--- src/rtl/ongoru_iz_surucu.sv ---
// Trace-replay driver for the ongorucu branch predictor. It replays a loaded branch trace,
// resolves each prediction EX_STAGE_LOC-1 cycles after fetch and keeps accuracy statistics.
`timescale 1ns/1ps
module ongoru_iz_surucu #(
   parameter int BRANCH_COUNT = 8,
   parameter int PC_LEN       = 32,
   parameter int INST_LEN     = 32,
   parameter int EX_STAGE_LOC = 3,
   parameter int PASS_COUNT   = 4,
   parameter int CNT_W        = 16,
   parameter int STALL_LIMIT  = 64,
   parameter int UPDATE_ALL   = 1,
   localparam int PTR_W       = (BRANCH_COUNT > 1) ? $clog2(BRANCH_COUNT) : 1
) (
   input  logic                clk,
   input  logic                rst,
   input  logic                load_en,
   input  logic [PTR_W-1:0]    load_addr,
   input  logic [PC_LEN-1:0]   load_pc,
   input  logic [INST_LEN-1:0] load_inst,
   input  logic                load_tkn,
   input  logic [PC_LEN-1:0]   load_trg,
   input  logic                start,
   output logic                busy,
   output logic                done,
   output logic [PC_LEN-1:0]   getir_ps,
   output logic [INST_LEN-1:0] getir_buyruk,
   output logic                getir_gecerli,
   output logic [PC_LEN-1:0]   yurut_ps,
   output logic [INST_LEN-1:0] yurut_buyruk,
   output logic                yurut_dallan,
   output logic [PC_LEN-1:0]   yurut_dallan_ps,
   output logic                yurut_gecerli,
   input  logic                sonuc_dallan,
   input  logic [PC_LEN-1:0]   sonuc_dallan_ps,
   output logic [CNT_W-1:0]    br_count,
   output logic [CNT_W-1:0]    dir_mispred,
   output logic [CNT_W-1:0]    tgt_mispred,
   output logic [CNT_W-1:0]    resync_count,
   output logic [1:0]          state_dbg
);
   localparam int NST    = EX_STAGE_LOC - 1;
   localparam int PASS_W = $clog2(PASS_COUNT + 1);
   localparam int WD_W   = $clog2(STALL_LIMIT + 1);

   typedef enum logic [1:0] {S_IDLE, S_RUN, S_DRAIN, S_DONE} state_t;
   state_t state, state_nxt;

   logic [PC_LEN-1:0]   tr_pc   [BRANCH_COUNT];
   logic [INST_LEN-1:0] tr_inst [BRANCH_COUNT];
   logic                tr_tkn  [BRANCH_COUNT];
   logic [PC_LEN-1:0]   tr_trg  [BRANCH_COUNT];

   logic [PC_LEN-1:0] pc;
   logic [PTR_W-1:0]  fetch_ptr, res_ptr;
   logic [PASS_W-1:0] pass_cnt;
   logic [WD_W-1:0]   wd_cnt;
   logic [NST:1]      stg_v;
   logic              stg_tkn [1:NST];
   logic [PC_LEN-1:0] stg_trg [1:NST];

   logic fetch_hit, res_v, dir_miss, tgt_miss, mispred, res_last, final_res, idle, wd_fire;

   function automatic logic [PTR_W-1:0] ptr_inc(input logic [PTR_W-1:0] p);
      return (p == PTR_W'(BRANCH_COUNT - 1)) ? '0 : p + PTR_W'(1);
   endfunction

   function automatic logic [CNT_W-1:0] sat_inc(input logic [CNT_W-1:0] c);
      return (&c) ? c : c + CNT_W'(1);
   endfunction

   always_ff @(posedge clk) begin
      if (load_en && !busy) begin
         tr_pc[load_addr]   <= load_pc;
         tr_inst[load_addr] <= load_inst;
         tr_tkn[load_addr]  <= load_tkn;
         tr_trg[load_addr]  <= load_trg;
      end
   end

   assign fetch_hit = (state == S_RUN) && (pc == tr_pc[fetch_ptr]);
   assign res_v     = (state == S_RUN) && stg_v[NST];
   assign dir_miss  = res_v && (stg_tkn[NST] != tr_tkn[res_ptr]);
   assign tgt_miss  = res_v && (stg_tkn[NST] == tr_tkn[res_ptr]) && tr_tkn[res_ptr]
                      && (stg_trg[NST] != tr_trg[res_ptr]);
   assign mispred   = dir_miss || tgt_miss;
   assign res_last  = (res_ptr == PTR_W'(BRANCH_COUNT - 1));
   assign final_res = res_v && res_last && (pass_cnt == PASS_W'(PASS_COUNT - 1));
   assign idle      = (state == S_RUN) && !fetch_hit && (stg_v == '0);
   assign wd_fire   = idle && (wd_cnt == WD_W'(STALL_LIMIT - 1));

   always_ff @(posedge clk) begin
      if (rst) state <= S_IDLE;
      else     state <= state_nxt;
   end

   always_comb begin
      state_nxt = state;
      case (state)
         S_IDLE, S_DONE: if (start) state_nxt = S_RUN;
         S_RUN:          if (final_res) state_nxt = S_DRAIN;
         S_DRAIN:        state_nxt = S_DONE;
         default:        state_nxt = S_IDLE;
      endcase
   end

   // getir_gecerli / yurut_gecerli qualify their buses for exactly one cycle with no
   // backpressure: the predictor answers sonuc_* in the getir cycle and takes yurut_* when valid.
   always_comb begin
      busy            = (state == S_RUN) || (state == S_DRAIN);
      done            = (state == S_DONE);
      state_dbg       = state;
      getir_gecerli   = fetch_hit;
      getir_ps        = fetch_hit ? pc : '0;
      getir_buyruk    = fetch_hit ? tr_inst[fetch_ptr] : '0;
      yurut_gecerli   = res_v && ((UPDATE_ALL != 0) || mispred);
      yurut_ps        = res_v ? tr_pc[res_ptr] : '0;
      yurut_buyruk    = res_v ? tr_inst[res_ptr] : '0;
      yurut_dallan    = res_v && tr_tkn[res_ptr];
      yurut_dallan_ps = res_v ? tr_trg[res_ptr] : '0;
   end

   always_ff @(posedge clk) begin
      if (rst) begin
         pc           <= '0;
         fetch_ptr    <= '0;
         res_ptr      <= '0;
         pass_cnt     <= '0;
         wd_cnt       <= '0;
         stg_v        <= '0;
         br_count     <= '0;
         dir_mispred  <= '0;
         tgt_mispred  <= '0;
         resync_count <= '0;
      end else if ((state == S_IDLE || state == S_DONE) && start) begin
         pc           <= tr_pc[0];
         fetch_ptr    <= '0;
         res_ptr      <= '0;
         pass_cnt     <= '0;
         wd_cnt       <= '0;
         stg_v        <= '0;
         br_count     <= '0;
         dir_mispred  <= '0;
         tgt_mispred  <= '0;
         resync_count <= '0;
      end else if (state == S_RUN) begin
         // A mispredict flushes everything, including a fetch made in the same cycle.
         if (mispred) begin
            stg_v <= '0;
         end else begin
            stg_v[1]   <= fetch_hit;
            stg_tkn[1] <= sonuc_dallan;
            stg_trg[1] <= sonuc_dallan_ps;
            for (int k = 2; k <= NST; k++) begin
               stg_v[k]   <= stg_v[k-1];
               stg_tkn[k] <= stg_tkn[k-1];
               stg_trg[k] <= stg_trg[k-1];
            end
         end

         if (mispred) begin
            pc        <= tr_tkn[res_ptr] ? tr_trg[res_ptr] : tr_pc[res_ptr] + PC_LEN'(4);
            fetch_ptr <= ptr_inc(res_ptr);
         end else if (wd_fire) begin
            pc <= tr_pc[fetch_ptr];
         end else if (fetch_hit) begin
            pc        <= sonuc_dallan ? sonuc_dallan_ps : pc + PC_LEN'(4);
            fetch_ptr <= ptr_inc(fetch_ptr);
         end else begin
            pc <= pc + PC_LEN'(4);
         end

         if (fetch_hit || wd_fire) wd_cnt <= '0;
         else if (idle)            wd_cnt <= wd_cnt + WD_W'(1);
         if (wd_fire) resync_count <= sat_inc(resync_count);

         if (res_v) begin
            br_count <= sat_inc(br_count);
            if (dir_miss) dir_mispred <= sat_inc(dir_mispred);
            if (tgt_miss) tgt_mispred <= sat_inc(tgt_mispred);
            res_ptr <= ptr_inc(res_ptr);
            if (res_last) pass_cnt <= pass_cnt + PASS_W'(1);
         end
      end else if (state == S_DRAIN) begin
         stg_v <= '0;
      end
   end
endmodule

--- config.mk ---
export PLATFORM = sky130hd
export DESIGN_NAME = ongoru_iz_surucu
export DESIGN_NICKNAME = d
export VERILOG_FILES = /design/src/rtl/ongoru_iz_surucu.sv
export SDC_FILE = /design/constraint.sdc
export NUM_CORES = 1
export LEC_CHECK = 0
export ABC_AREA = 0
export CAP_MARGIN = 20
export CELL_PAD_IN_SITES_DETAIL_PLACEMENT = 0
export CELL_PAD_IN_SITES_GLOBAL_PLACEMENT = 2
export CORE_ASPECT_RATIO = 0.8
export CORE_MARGIN = 2
export CORE_UTILIZATION = 46
export DETAILED_ROUTE_END_ITERATION = 8
export GPL_ROUTABILITY_DRIVEN = 0
export PLACE_DENSITY = 0.95
export SYNTH_ARGS = -nofsm -noshare
export SYNTH_HDL_FRONTEND = slang
export SYNTH_SLANG_ARGS = --single-unit
export TNS_END_PERCENT = 50
--- constraint.sdc ---
create_clock -name clk -period 26.7 [get_ports clk]
set_input_delay 8.01 -clock clk [delete_from_list [all_inputs] [get_ports clk]]
set_output_delay 8.01 -clock clk [all_outputs]
set_load 0.02 [all_outputs]
==> run metrics, run 1 <==
fraction of registers with async set or reset after synthesis=0%; Initial Util=between 40 and 50%; H-tree depth=3; DP Area=about 50000 um2; most common cell after layout, fill and taps aside=edfxtp_1; Period minus WS final=approximately 15000 ps; EDFF count, synth=842; P_sw=around 960 uW; maximum number of pins on one net before global-route repair=between 90 and 100; top_reg_cell synth=edfxtp_1; Design Area, Final=around 53000 um2; CP max stage cell=dfxtp_4; Synth Cell Area=~44000 um2; Max Fclk=about 0.066 GHz; combinational power share=roughly 11%; final setup vio count=0; maximum root-to-sink buffer count=3; crit end category=primary output; Worst Max-Slew Pin Slew=1193 ps; placed cells=about 4.5k; switch share=roughly a quarter; final worst slack=around 12000 ps; max incr delay on CP=approximately 850 ps; vias in the first global route=~28k; DR vias/cell=6.167; hold-fix buffer count after cts=0; CTS tree=built; Hold Vio Cnt, Final=0; Worst path depth=16; Buf/Inv on CP=8; average size of a mapped cell=15.16 um2; Synth area leaders=edfxtp_1, mux4_2, dfxtp_1; worst min path class=reg2reg; Synth Instances=approximately 2.9k; share of cells above drive strength 1=between 10% and 20%; Iter 0 DRT Violations=3725; Top delay family on crit path=buffers and inverters; fin nets=3431; Detailed Route WL=approximately 140000 um; core footprint=around 95000 um2; clock transition at the registers of the reported paths=~60 ps; remaining antenna violation count=0; sequential share of the synthesized area=just over 60%; row count=roughly 100; critical-path cell list=buf_4, buf_4, buf_16, mux4_2, mux2i_1, xor2_1, nand4_1, nor2_1, nand4_2, buf_4, or2_2, buf_4, inv_1, buf_16, and2_1, clkdlybuf4s50_1; Synth Area in Compound Gates=under 10%; xor-xnor portion of the synthesized cell area=between 2 and 3%; DRC viols=0; R2R depth=13; WL per Instance=between 20 and 30 um; crit path to=getir_ps[16]; synth unique cells=a little over 70; clock share of power=37.4%; RSZ-0062 raised after global routing=false; part of the power in registers=about half; clk_lat worst skew=680 ps; MaxCap Viol Count=0; Die Footprint=around 99000 um2; Cell Pwr Density=68.17 nW/um2; reg2reg setup slack=approximately 20000 ps; dpl hpwl=between 80000 and 90000 um; total track usage=between 20% and 30%; area leader, netlist=edfxtp_1; largest family of logic cells by synthesized area=multiplexers; critical path class=reg2out; Setup TNS=0 ps; first-pass GRT wire length=192900 um; Pint=~2.6 mW; commonest non-fill, non-tap cells in the layout=edfxtp_1, clkdlybuf4s50_1, mux4_2, nor2_1, nand2_1; startpoint types=register; share of the synthesized area in the top cell type=around 57%; Fillers=~7.6k; DR vias=28.68k; YS warnings=0; syn nets=3085; status=complete, no violations; Layout area overhead=18.37%; worst hold stages=0; P_leak=16.32 nW; Rel. slew slack=a little under a fifth; number of port buffers=between 300 and 400; non-filler cells, final=between 4k and 5k; Setup WS pre-CTS=between 10000 and 15000 ps; number of synthesized register bits=964; Post-Synth Simple-Gate Area=~8.3%; Die Y-Extent=about 280 um; fin. max-slew vios=0; crit path DAT=between 7000 and 8000 ps; CTS Buf Count=95; worst reg2reg endpoint=stg_tkn[2]; multiplexer area fraction after synthesis=between 10% and 20%; Post-CTS Setup Inserts=0; period utilization=a little under three fifths; CTS root buf=clkbuf_16; die width=approximately 350 um; VDD IR max=around 54 uV; Post-CTS Resized=0; initial antenna violation count=18; adder-cell share of the synthesized area=0.4505%; CP max FO=54; most used cell, CP=buf_4; final setup skew=roughly 51 ps; Sink Count=a little under 1k; I/O pins=368; worst endpoint required time=roughly 19000 ps; GR Overflow Total=0; DRT Pass-1 Iters=6
==> cells in the mapped netlist (all sizes together), types with 8 or more instances <==
cell / count
a31oi: 10
a211oi: 23
a22o: 19
clkbuf: 93
or3: 44
and3: 34
edfxtp: 842
buf: 88
ha: 16
nor3: 35
or2: 18
nand4: 28
xnor2: 67
dfxtp: 122
mux2: 32
o21ai: 62
nor2: 250
nand2b: 10
and2: 40
nor4: 21
mux4: 273
a21oi: 132
a211o: 8
and4: 8
a22oi: 25
inv: 29
nand2: 195
nand3: 50
mux2i: 188
xor2: 71
o22ai: 18
o211ai: 18
==> area by class of cell <==
type / instances / area, um2 / share of cell area [%]
Sequential cell: 964 / 27750 / 52.75
Multi-Input combinational cell: 1758 / 15760 / 29.97
Timing Repair Buffer: 430 / 4224 / 8.030
Clock buffer: 114 / 2490 / 4.734
Tap cell: 1287 / 1610 / 3.061
Clock inverter: 63 / 643.1 / 1.223
Inverter: 29 / 108.9 / 0.2069
Antenna cell: 5 / 12.51 / 0.02379
==> worst min-delay path by stage <==
stage,endpoint,from
2_1_floorplan,stg_tkn[2],stg_tkn[1]
3_3_place_gp,stg_trg[2][22],stg_trg[1][22]
3_5_place_dp,stg_trg[2][18],stg_trg[1][18]
4_1_cts,stg_trg[2][16],stg_trg[1][16]
5_1_grt,stg_trg[2][16],stg_trg[1][16]
6_report,stg_tkn[2],stg_tkn[1]
==> state kept, by name (all words and copies together) (netlist names), 32 cells and up, named ones only <==
name     cells
tr_pc      256
tr_inst    256
tr_trg     256
pc          32
stg_trg     64
==> worst reg2reg max path, delay by kind of cell (launching register included) <==
family	cells	cell delay [ps]
compound gates	1	260
simple gates	4	1250
xor+xnor	1	320
flops	1	820
buf+inv	5	2580
mux	2	1320
==> kinds of logic (layout without fill, tap and decap cells) <==
| family | Yosys count | count (layout) |
|---|---|---|
| other | 0 | 5 |
| adder cells (fa/ha/maj) | 16 | 16 |
| XOR/XNOR | 138 | 138 |
| buffers and inverters | 210 | 636 |
| multiplexers | 493 | 493 |
| AO/OA/AOI/OAI | 350 | 350 |
| flip-flops | 964 | 964 |
| AND/OR/NAND/NOR | 761 | 761 |
==> metal layers <==
metal	up-vias	track usage, %	wire [um]
met5	-	0	134
li1	12180	-	-
met1	14630	37.91	54070
met4	20	9.588	4688
met3	250	8.141	15640
met2	1598	40.40	60870
==> power groups by stage <==
stage | clock network [mW] | logic (mW) | registers [mW]
detailed placement | 0 | 0.395 | 1.86
finish | 1.34 | 0.403 | 1.84
global route | 1.42 | 0.429 | 1.84
global placement | 0 | 0.392 | 1.86
floorplan | 0 | 0.237 | 1.82
CTS | 1.36 | 0.396 | 1.83
==> stage by stage <==
step                utilization (%)  total power, mW  hold WS (ps)
floorplan                         -            2.056         400.3
global placement              51.82            2.253         400.7
detailed placement            51.84            2.258         405.4
CTS                           55.13            3.587         416.8
global route                  55.20            3.691         421.9
finish                        55.20            3.586         420.2
Power figures use the tool's default switching activity.
==> run 2: changes to the inputs <==
--- a/config.mk
+++ b/config.mk
@@ -11,10 +11,10 @@
 export CELL_PAD_IN_SITES_GLOBAL_PLACEMENT = 2
 export CORE_ASPECT_RATIO = 0.8
 export CORE_MARGIN = 2
-export CORE_UTILIZATION = 46
+export CORE_UTILIZATION = 38
 export DETAILED_ROUTE_END_ITERATION = 8
 export GPL_ROUTABILITY_DRIVEN = 0
-export PLACE_DENSITY = 0.95
+export PLACE_DENSITY = 0.86
 export SYNTH_ARGS = -nofsm -noshare
 export SYNTH_HDL_FRONTEND = slang
 export SYNTH_SLANG_ARGS = --single-unit
==> constraint.sdc (replaced) <==
create_clock -name clk -period 13.23 [get_ports clk]
set_input_delay 3.969 -clock clk [delete_from_list [all_inputs] [get_ports clk]]
set_output_delay 3.969 -clock clk [all_outputs]
set_load 0.02 [all_outputs]
==> run 2 against run 1 <==
Effect of this change:
- sequential cell count is the same
- largest power group unchanged
- wire length grew 3.6%
- sequential power grew 100%
- sequential share of layout area shrank 0.37 points
- combinational power grew 110%
- setup slack lost 8600 ps
- count of clock-buffer cells in the layout grew 17
- worst hold slack lost 11 ps
- clock power grew 110%
- global-route usage shrank 4.1 points
- non-clock buffer count shrank 2
- cell count grew 5.3%
==> run metrics, run 2 (same netlist as run 1, synthesis figures left out) <==
status=complete, no violations (unchanged); number of port buffers=367 (unchanged); DR WL met3=14220 um (was 15640 um); P_sw=1.974 mW (was 955.7 uW); total track usage=23.02% (was 27.11%); CP max FO=54 (unchanged); fin nets=3433 (was 3431); period utilization=77.98%; Rel. slew slack=16.78% (was 18.19%); maximum number of pins on one net before global-route repair=114 (was 98); WL per Instance=28.64 um (was 29.12 um); R2R depth=12 (was 13); Initial Util=38.21% (was 46.64%); critical path class=reg2out (unchanged); Setup TNS=0 ps (unchanged); DRT Pass-1 Iters=5 (was 6); CTS root buf=clkbuf_16 (unchanged); remaining antenna violation count=0 (unchanged); Top Registers=tr_inst x256, tr_pc x256, tr_trg x256 (unchanged); Hold Vio Cnt, Final=0 (unchanged); I/O pins=368 (unchanged); final setup vio count=0 (unchanged); Post-CTS Setup Inserts=0 (unchanged); GR Overflow Total=0 (unchanged); commonest non-fill, non-tap cells in the layout=edfxtp_1, clkdlybuf4s50_1, mux4_2, nor2_1, nand2_1 (unchanged); share of cells above drive strength 1=16.60% (was 16.94%); Post-CTS Resized=0 (unchanged); row count=112 (was 101); Die Footprint=119700 um2 (was 99120 um2); Detailed Route WL=140300 um (was 135400 um); DRC viols=0 (unchanged); MaxCap Viol Count=0 (unchanged); clock transition at the registers of the reported paths=70 ps (was 60 ps); crit path DAT=6350 ps (was 7170 ps); die width=386.3 um (was 351.5 um); crit end category=primary output (unchanged); part of the power in registers=50.9% (was 51.3%); Met2 Wirelength=63020 um (was 60870 um); core footprint=116300 um2 (was 95280 um2); Sink Count=964 (unchanged); worst endpoint required time=9260 ps (was 18690 ps); hold-fix buffer count after cts=0 (unchanged); H-tree depth=3 (unchanged); CTS tree=built (unchanged); clk_lat worst skew=730 ps (was 680 ps); Layout area overhead=19.21% (was 18.37%); switch share=27.06% (was 26.65%); M1 WL=59560 um (was 54070 um); worst min path class=reg2reg (unchanged); total power=7.295 mW (was 3.586 mW); most common cell after layout, fill and taps aside=edfxtp_1 (unchanged); VDD IR max=116.3 uV (was 54.49 uV); Max Fclk=approximately 0.097 GHz; worst hold stages=0 (unchanged); final setup skew=54.81 ps (was 50.87 ps); vias in the first global route=27.12k (was 27.59k); maximum root-to-sink buffer count=3 (unchanged); Die Y-Extent=309.9 um (was 282 um); P_leak=16.29 nW (was 16.32 nW); clock share of power=37.8% (was 37.4%); initial antenna violation count=20 (was 18); first-pass GRT wire length=198100 um (was 192900 um); Period minus WS final=between 10000 and 15000 ps; max layer used=met5 (unchanged); DR vias/cell=5.818 (was 6.167); Cell Pwr Density=137.7 nW/um2 (was 68.17 nW/um2); hold_ws=409.4 ps (was 420.2 ps); combinational power share=11.4% (was 11.2%); Worst Max-Slew Pin Slew=1214 ps (was 1193 ps); Pint=5.321 mW (was 2.630 mW); RSZ-0062 raised after global routing=false (unchanged); fin. max-slew vios=0 (unchanged); DR vias=28.49k (was 28.68k); dpl hpwl=90430 um (was 89310 um); CTS Buf Count=99 (was 95); startpoint types=register (unchanged); Iter 0 DRT Violations=3411 (was 3725)
[run 2: changes by cell type in the layout (fill, tap and decap cells not counted), sizes merged]
cell / before / now
clkinvlp: 7 / 9
clkinv: 42 / 29
clkbuf: 114 / 131
bufinv: 8 / 6
buf: 63 / 61
inv: 35 / 31
diode: 5 / 2
[run 2: final timing paths]
path              slack, ps             end            from
setup / recovery       2910    getir_ps[19]        register
hold / removal          410  stg_trg[2][24]  stg_trg[1][24]
hold reg to reg         410  stg_trg[2][24]  stg_trg[1][24]
setup reg to reg       6870  stg_trg[2][31]        register
[run 2: critical path: stages, from the launching register on]
cell,delay (ps)
dfxtp_4,750
buf_4,870
mux4_2,600
mux2i_1,470
xor2_1,260
nand4_1,120
nor2_1,170
nand4_2,120
buf_4,330
or2_2,360
buf_4,260
inv_1,240
buf_12,210
and2_1,160
clkdlybuf4s50_1,610
[run 2: metrics by stage]
step / instance area (um2) / worst slack, ps / utilization [%] / cells
after global placement: 49780 / 3118 / 42.80 / 4716
final: 52970 / 2914 / 45.54 / 4897
after global routing: 52970 / 2533 / 45.54 / 4896
after floorplan: 44440 / 1765 / - / 2932
after detailed placement: 49780 / 2933 / 42.80 / 4716
after CTS: 52940 / 2131 / 45.52 / 4893
[run 2: power groups by stage]
stage / registers, mW / clock network (mW) / logic, mW
floorplan: 3.67 / 0 / 0.479
global placement: 3.76 / 0 / 0.821
detailed placement: 3.76 / 0 / 0.822
CTS: 3.70 / 2.80 / 0.825
global route: 3.71 / 2.91 / 0.881
finish: 3.71 / 2.75 / 0.831
[run 2: metal layers]
metal	GRT usage [%]	vias to the layer above
met5	0	-
met4	5.859	22
met3	5.681	196
met2	34.73	1392
met1	33.32	14700
li1	-	12180
[run 2: layout make-up]
cell class / count / area (um2)
multi-input cells: 1758 / 15770
repair buffers: 428 / 4257
clock inverters: 46 / 533.0
fillers: 10200 / 63340
inverters: 29 / 108.9
flip-flops and latches: 964 / 27750
diodes: 2 / 5.005
well taps: 1539 / 1926
clock buffers: 131 / 2628
